`config.mk`:
```
export PLATFORM = sky130hd
export DESIGN_NAME = bk_adder_pipe
export DESIGN_NICKNAME = d
export VERILOG_FILES = /design/src/rtl/bk_adder_pipe.sv
export SDC_FILE = /design/constraint.sdc
export NUM_CORES = 1
export LEC_CHECK = 0
export ABC_AREA = 0
export BUFFER_PORTS_ARGS = -buffer_cell sky130_fd_sc_hd__buf_4
export CELL_PAD_IN_SITES_DETAIL_PLACEMENT = 1
export CELL_PAD_IN_SITES_GLOBAL_PLACEMENT = 1
export CORE_AREA = 2 2 139 141
export CTS_BUF_LIST = sky130_fd_sc_hd__clkbuf_4 sky130_fd_sc_hd__clkbuf_8 sky130_fd_sc_hd__clkbuf_16
export DETAILED_ROUTE_END_ITERATION = 7
export DIE_AREA = 0 0 141 143
export PLACE_DENSITY_LB_ADDON = 0.1
export SLEW_MARGIN = 30
export SYNTH_ARGS = -nofsm -noshare
export SYNTH_HDL_FRONTEND = slang
export SYNTH_SLANG_ARGS = --single-unit
```
`constraint.sdc`:
```
create_clock -name clk -period 2.16 [get_ports clk]
set_input_delay 0.432 -clock clk [delete_from_list [all_inputs] [get_ports clk]]
set_output_delay 0.432 -clock clk [all_outputs]
set_load 0.1 [all_outputs]
```
`src/rtl/bk_adder_pipe.sv`:
```
// Pipelined Brent-Kung prefix adder/subtractor with valid/ready handshake.
// Capture bank, then the prefix levels and final XOR spread over STAGES register banks.
module bk_adder_pipe #(
  parameter int WIDTH  = 32,
  parameter int STAGES = 2
) (
  input  logic             clk,
  input  logic             rst_n,
  input  logic             in_valid,
  output logic             in_ready,
  input  logic [WIDTH-1:0] a,
  input  logic [WIDTH-1:0] b,
  input  logic             c_in,
  input  logic             op_sub,
  output logic             out_valid,
  input  logic             out_ready,
  output logic [WIDTH-1:0] sum,
  output logic             c_out,
  output logic             ovf
);
  localparam int LOG = $clog2(WIDTH);
  localparam int NL  = 2*LOG - 1;   // up-sweep + down-sweep levels
  localparam int TOT = NL + 1;      // plus the final sum level

  // Bank s sits after level ceil(s*TOT/STAGES); the last bank is always the output register.
  function automatic bit is_bank(input int j);
    bit r;
    r = 1'b0;
    for (int s = 1; s <= STAGES; s++)
      if ((s*TOT + STAGES - 1) / STAGES == j) r = 1'b1;
    return r;
  endfunction

  logic advance;
  assign advance  = !out_valid | out_ready;
  assign in_ready = advance;

  logic [WIDTH-1:0] b_eff, p0, g0;
  logic             cin_eff;
  assign b_eff   = op_sub ? ~b : b;
  assign cin_eff = op_sub | c_in;
  assign p0      = a ^ b_eff;
  // Carry-in folded into bit 0 generate, so prefix G[i] is the carry into bit i+1.
  assign g0      = (a & b_eff) | {{(WIDTH-1){1'b0}}, p0[0] & cin_eff};

  for (genvar j = 0; j <= NL; j++) begin : g_lvl
    logic [WIDTH-1:0] gq, pq, pbq;
    logic             ciq, vq;

    if (j == 0) begin : g_cap
      always_ff @(posedge clk or negedge rst_n)
        if (!rst_n) begin
          gq <= '0; pq <= '0; pbq <= '0; ciq <= 1'b0; vq <= 1'b0;
        end else if (advance) begin
          gq <= g0; pq <= p0; pbq <= p0; ciq <= cin_eff; vq <= in_valid;
        end
    end else begin : g_pfx
      localparam int UP = (j <= LOG) ? 1 : 0;
      localparam int D  = (UP != 0) ? (1 << (j-1)) : (1 << (2*LOG - j - 1));
      logic [WIDTH-1:0] gc, pc;

      for (genvar i = 0; i < WIDTH; i++) begin : g_bit
        localparam int ACT = (UP != 0) ? (((i+1) % (2*D)) == 0)
                                       : ((((i+1) % (2*D)) == D) && ((i+1) > 2*D));
        if (ACT != 0) begin : g_op
          assign gc[i] = g_lvl[j-1].gq[i] | (g_lvl[j-1].pq[i] & g_lvl[j-1].gq[i-D]);
          assign pc[i] = g_lvl[j-1].pq[i] & g_lvl[j-1].pq[i-D];
        end else begin : g_pass
          assign gc[i] = g_lvl[j-1].gq[i];
          assign pc[i] = g_lvl[j-1].pq[i];
        end
      end

      if (is_bank(j)) begin : g_reg
        always_ff @(posedge clk or negedge rst_n)
          if (!rst_n) begin
            gq <= '0; pq <= '0; pbq <= '0; ciq <= 1'b0; vq <= 1'b0;
          end else if (advance) begin
            gq  <= gc;
            pq  <= pc;
            pbq <= g_lvl[j-1].pbq;
            ciq <= g_lvl[j-1].ciq;
            vq  <= g_lvl[j-1].vq;
          end
      end else begin : g_wire
        assign gq  = gc;
        assign pq  = pc;
        assign pbq = g_lvl[j-1].pbq;
        assign ciq = g_lvl[j-1].ciq;
        assign vq  = g_lvl[j-1].vq;
      end
    end
  end

  always_ff @(posedge clk or negedge rst_n)
    if (!rst_n) begin
      out_valid <= 1'b0;
      sum       <= '0;
      c_out     <= 1'b0;
      ovf       <= 1'b0;
    end else if (advance) begin
      out_valid <= g_lvl[NL].vq;
      sum       <= g_lvl[NL].pbq ^ {g_lvl[NL].gq[WIDTH-2:0], g_lvl[NL].ciq};
      c_out     <= g_lvl[NL].gq[WIDTH-1];
      ovf       <= g_lvl[NL].gq[WIDTH-1] ^ g_lvl[NL].gq[WIDTH-2];
    end

endmodule

```
# Word-level counts from Yosys, hierarchy flattened
# Cells that the tools add are included.
[word_totals]
elab_cells = 168
ff_bits = 198
input_bits = 70
[classes]
mux = 1
bitwise_logic = 153
reduce_logical = 1
[op_table]
columns = ["operator", "n"]
rows = [
  ["$and A1 B1 Y1", 88],
  ["$xor A32 B32 Y32", 2],
  ["$or A1 B1 Y1", 59],
  ["$and A32 B32 Y32", 1],
  ["$mux W32", 1],
  ["$not A32 Y32", 1],
  ["$or A32 B1 Y32", 1],
  ["$logic_not A1 Y1", 1],
  ["$xor A1 B1 Y1", 1],
]

# Depth between registers and ports, before layout
[depth]
word_depth = 10
depth_mapped = 7

# Worst setup path after synthesis
# OpenSTA, ideal clock, no wires.
[synth_path]
kind = "register to output"
startpoint = "register out_valid"
endpoint = "output port in_ready"
path_stages_with_launch = 6
path_slack_ns = -0.195
arrival_time_ns = 1.923
cell_sequence = "dfrtp_1 nor2b_1 inv_1 buf_2 buf_2 buf_2"
[synth_via]
elab_chain_len = 2
[synth_lines]
columns = ["element", "line_no", "text"]
rows = [
  ["from (decl)", "15", "output logic out_valid,"],
  ["from (signal assigned)", "102", "out_valid <= g_lvl[NL].vq;"],
  ["$logic_not A1 Y1", "35", "assign advance = !out_valid | out_ready;"],
  ["$or A1 B1 Y1", "35", ""],
  ["to (decl)", "10", "output logic in_ready,"],
]
# Every way passes these cells.

# Worst setup path after layout
# Same ends and word-level chain as after synthesis.

==> metrics.yaml <==
detailed_routing:
  ant_nets: 0
  drc: 0
  routed_via_density: 4.86
  dr.pass1.iters: 4
  wl_per_cell_um: 14.7
  drt-total-wl_mm: 18.1
  drt_iter0_drc: 276
  route.vias.total: 5987
floorplan:
  die_y_um: 143
  die_w_um: 141
  initial_utilization_pct: 43.3
  core_um2: 18600
  dieArea_um2: 20200
  pin_count: 106
  rows: 50
clocking:
  postCtsSetupBuffers: 0
  cts_sinks: 178
  clkSlewWorstSetupHoldPaths_ns: 0.06
  h-tree-depth: 4
  numCtsBuffers: 17
  cts_tree: "built"
  clk_latency_ns: 0.42
  hold_buffers: 1
  cts_buffer_depth: 2
  ctsResizeCount: 0
  cts_root_buf: "clkbuf_16"
sta:
  period_share_pct: 84.5
  slew-limit-headroom_pct: 62.0
  finalCriticalPeriod_ns: 1.82
  worstMarginPinSlew_ns: 0.570
  maxSlewViolCount: 0
  finalHoldViolations: 0
  finalSetupViolations: 0
  rsz0062_at_grt: "false"
  skew_ns: 0.00791
  max_freq_mhz: 548
  worst_slack_ns: 0.335
  tns_ns: 0
final_layout:
  layout.cells.most_common: "nand2_1"
  n_antenna_cell: 0
  fin_nets: 1103
  final_cell_mix: "nand2_1, dfrtp_1, buf_4"
  drive_gt1_share_pct: 15.7
  area_delta_synth_final_pct: 21.1
logic_synthesis:
  yosysWarnings: 0
  synth_fp_nets: 1007
  synth_cells: 890
  synth_cell_types: 30
  syn_avg_cell_area_um2: 9.03
  synth-seq-cells: 178
  syn_area_um2: 8040
  synth_seq_area_share_pct: 55.4
worst_setup_path:
  reg2reg_to: "ovf"
  path_class: "flip-flop to output pin"
  critPathRequiredTime_ns: 1.73
  reg2reg_depth: 7
  startpoint_type: "flip-flop"
  critPathArrivalTime_ns: 1.39
  reg2reg_slack_ns: 0.34
  endpoint_kind: "output pin"
  reg2reg_from: "g_lvl[5].gq[15]"
  crit_path_start: "out_valid"
  critPathMaxFanout: 7
grt:
  grt_pass1_vias: 6364
  antenna_found_initial: 0
  grtUsageTotal_pct: 19.2
  grt_overflow: 0
  grt_pass1_wl_mm: 31.0
  grt_max_degree: 77
place:
  dp_hpwl_mm: 12.5
  dp_slack_ns: 0.373
  io_buffers: 105
  gp_congestion: 0.705
hold_path:
  whs_endpoint: "g_lvl[0].vq"
  min_path_cells: 3
  hold_class: "input port to flip-flop"
  worstHoldStart: "in_valid"
power_and_ir_drop:
  peakVddDrop_uv: 832
  power.density_nw_per_um2: 1490
  power_leakage_nw: 5.20
run:
  maxCapViolations: 0
status:
  outcome: "finished clean"
-- report_power, final --
group          leakage (nW)  internal, W  switching (W)
Sequential             2.20      0.00451       0.000845
Clock                 0.296      0.00190        0.00125
Combinational          2.70      0.00161        0.00437
-- worst max-delay path, stage by stage, from the launching register on --
cell and delay (ns):
dfrtp_2 0.40, nor2b_4 0.15, inv_4 0.11, buf_4 0.31
-- kinds of logic (layout without fill, tap and decap cells) --
| family | count (synthesis) | in the layout | share of synthesized area, % |
|---|---|---|---|
| AO/OA/AOI/OAI | 75 | 75 | 5.54 |
| adder cells (fa/ha/maj) | 47 | 47 | 7.32 |
| AND/OR/NAND/NOR | 493 | 493 | 23.6 |
| XOR/XNOR | 50 | 50 | 5.45 |
| flip-flops | 178 | 178 | 55.4 |
| buffers and inverters | 46 | 155 | 2.58 |
| multiplexers | 1 | 1 | 0.140 |
-- final cells by class --
cell class	count	area, um2
Timing Repair Buffer	120	982
Clock buffer	23	470
Inverter	3	13.8
Fill cell	2186	8850
Tap cell	234	293
Sequential cell	178	4460
Clock inverter	9	133
Multi-Input combinational cell	666	3380
-- how the worst max path moves through the flow --
stage | to | slack [ns] | cells after the start
6_report | in_ready | 0.34 | 3
5_1_grt | sum[31] | 0.23 | 7
4_1_cts | in_ready | 0.30 | 3
3_5_place_dp | sum[31] | 0.37 | 7
3_3_place_gp | sum[31] | 0.41 | 7
2_1_floorplan | in_ready | 0.17 | 5
-- cells in the mapped netlist --
master    count  area [um2]
a211o_1       1        8.76
a21o_1       15         113
a21oi_1      24         120
a221oi_1      1        8.76
a221oi_2      1        15.0
a31oi_1       1        6.26
and4_1        2        17.5
buf_1         3        11.3
buf_2        28         140
clkbuf_1     12        45.0
dfrtp_1     178        4450
ha_1         47         588
inv_1         3        11.3
mux2_2        1        11.3
nand2_1     425        1600
nand2b_1      2        12.5
nand3_1       6        30.0
nand4_1       6        37.5
nor2_1       49         184
nor2b_1       1        6.26
nor3_1        2        10.0
o211ai_1      1        7.51
o21a_1        1        7.51
o21ai_0      26         130
o21ai_1       1        5.00
o21bai_1      1        7.51
o22ai_1       1        6.26
o31a_2        1        10.0
xnor2_1       2        17.5
xor2_1       48         420
-- state kept, by name, summed over array words and instances, names as in the netlist --
register,cells
ovf,1
g_lvl.pbq,49
out_valid,1
g_lvl.ciq,2
g_lvl.vq,2
g_lvl.gq,64
c_out,1
g_lvl.pq,26
sum,32
-- stage by stage --
| step | cells | hold WS, ns | total power (W) | area, um2 | utilization [%] |
|---|---|---|---|---|---|
| finish | 1233 | 0.238 | 0.0145 | 9730 | 52.4 |
| global route | 1233 | 0.235 | 0.0155 | 9730 | 52.4 |
| CTS | 1233 | 0.219 | 0.0147 | 9730 | 52.4 |
| detailed placement | 1200 | 0.383 | 0.0115 | 9120 | 49.1 |
| global placement | 1200 | 0.377 | 0.0113 | 9120 | 49.1 |
| floorplan | 890 | 0.136 | 0.00978 | 8040 | - |
-- routing by layer --
metal / track usage (%) / vias to the layer above / share of wire (%)
li1: - / 3011 / -
met1: 26.3 / 2874 / 48
met2: 31.9 / 88 / 48
met3: 3.19 / 14 / 2.6
met4: 5.37 / 0 / 1.2
met5: 0 / - / 0
Note: power is estimated with default switching activity, not from simulation.
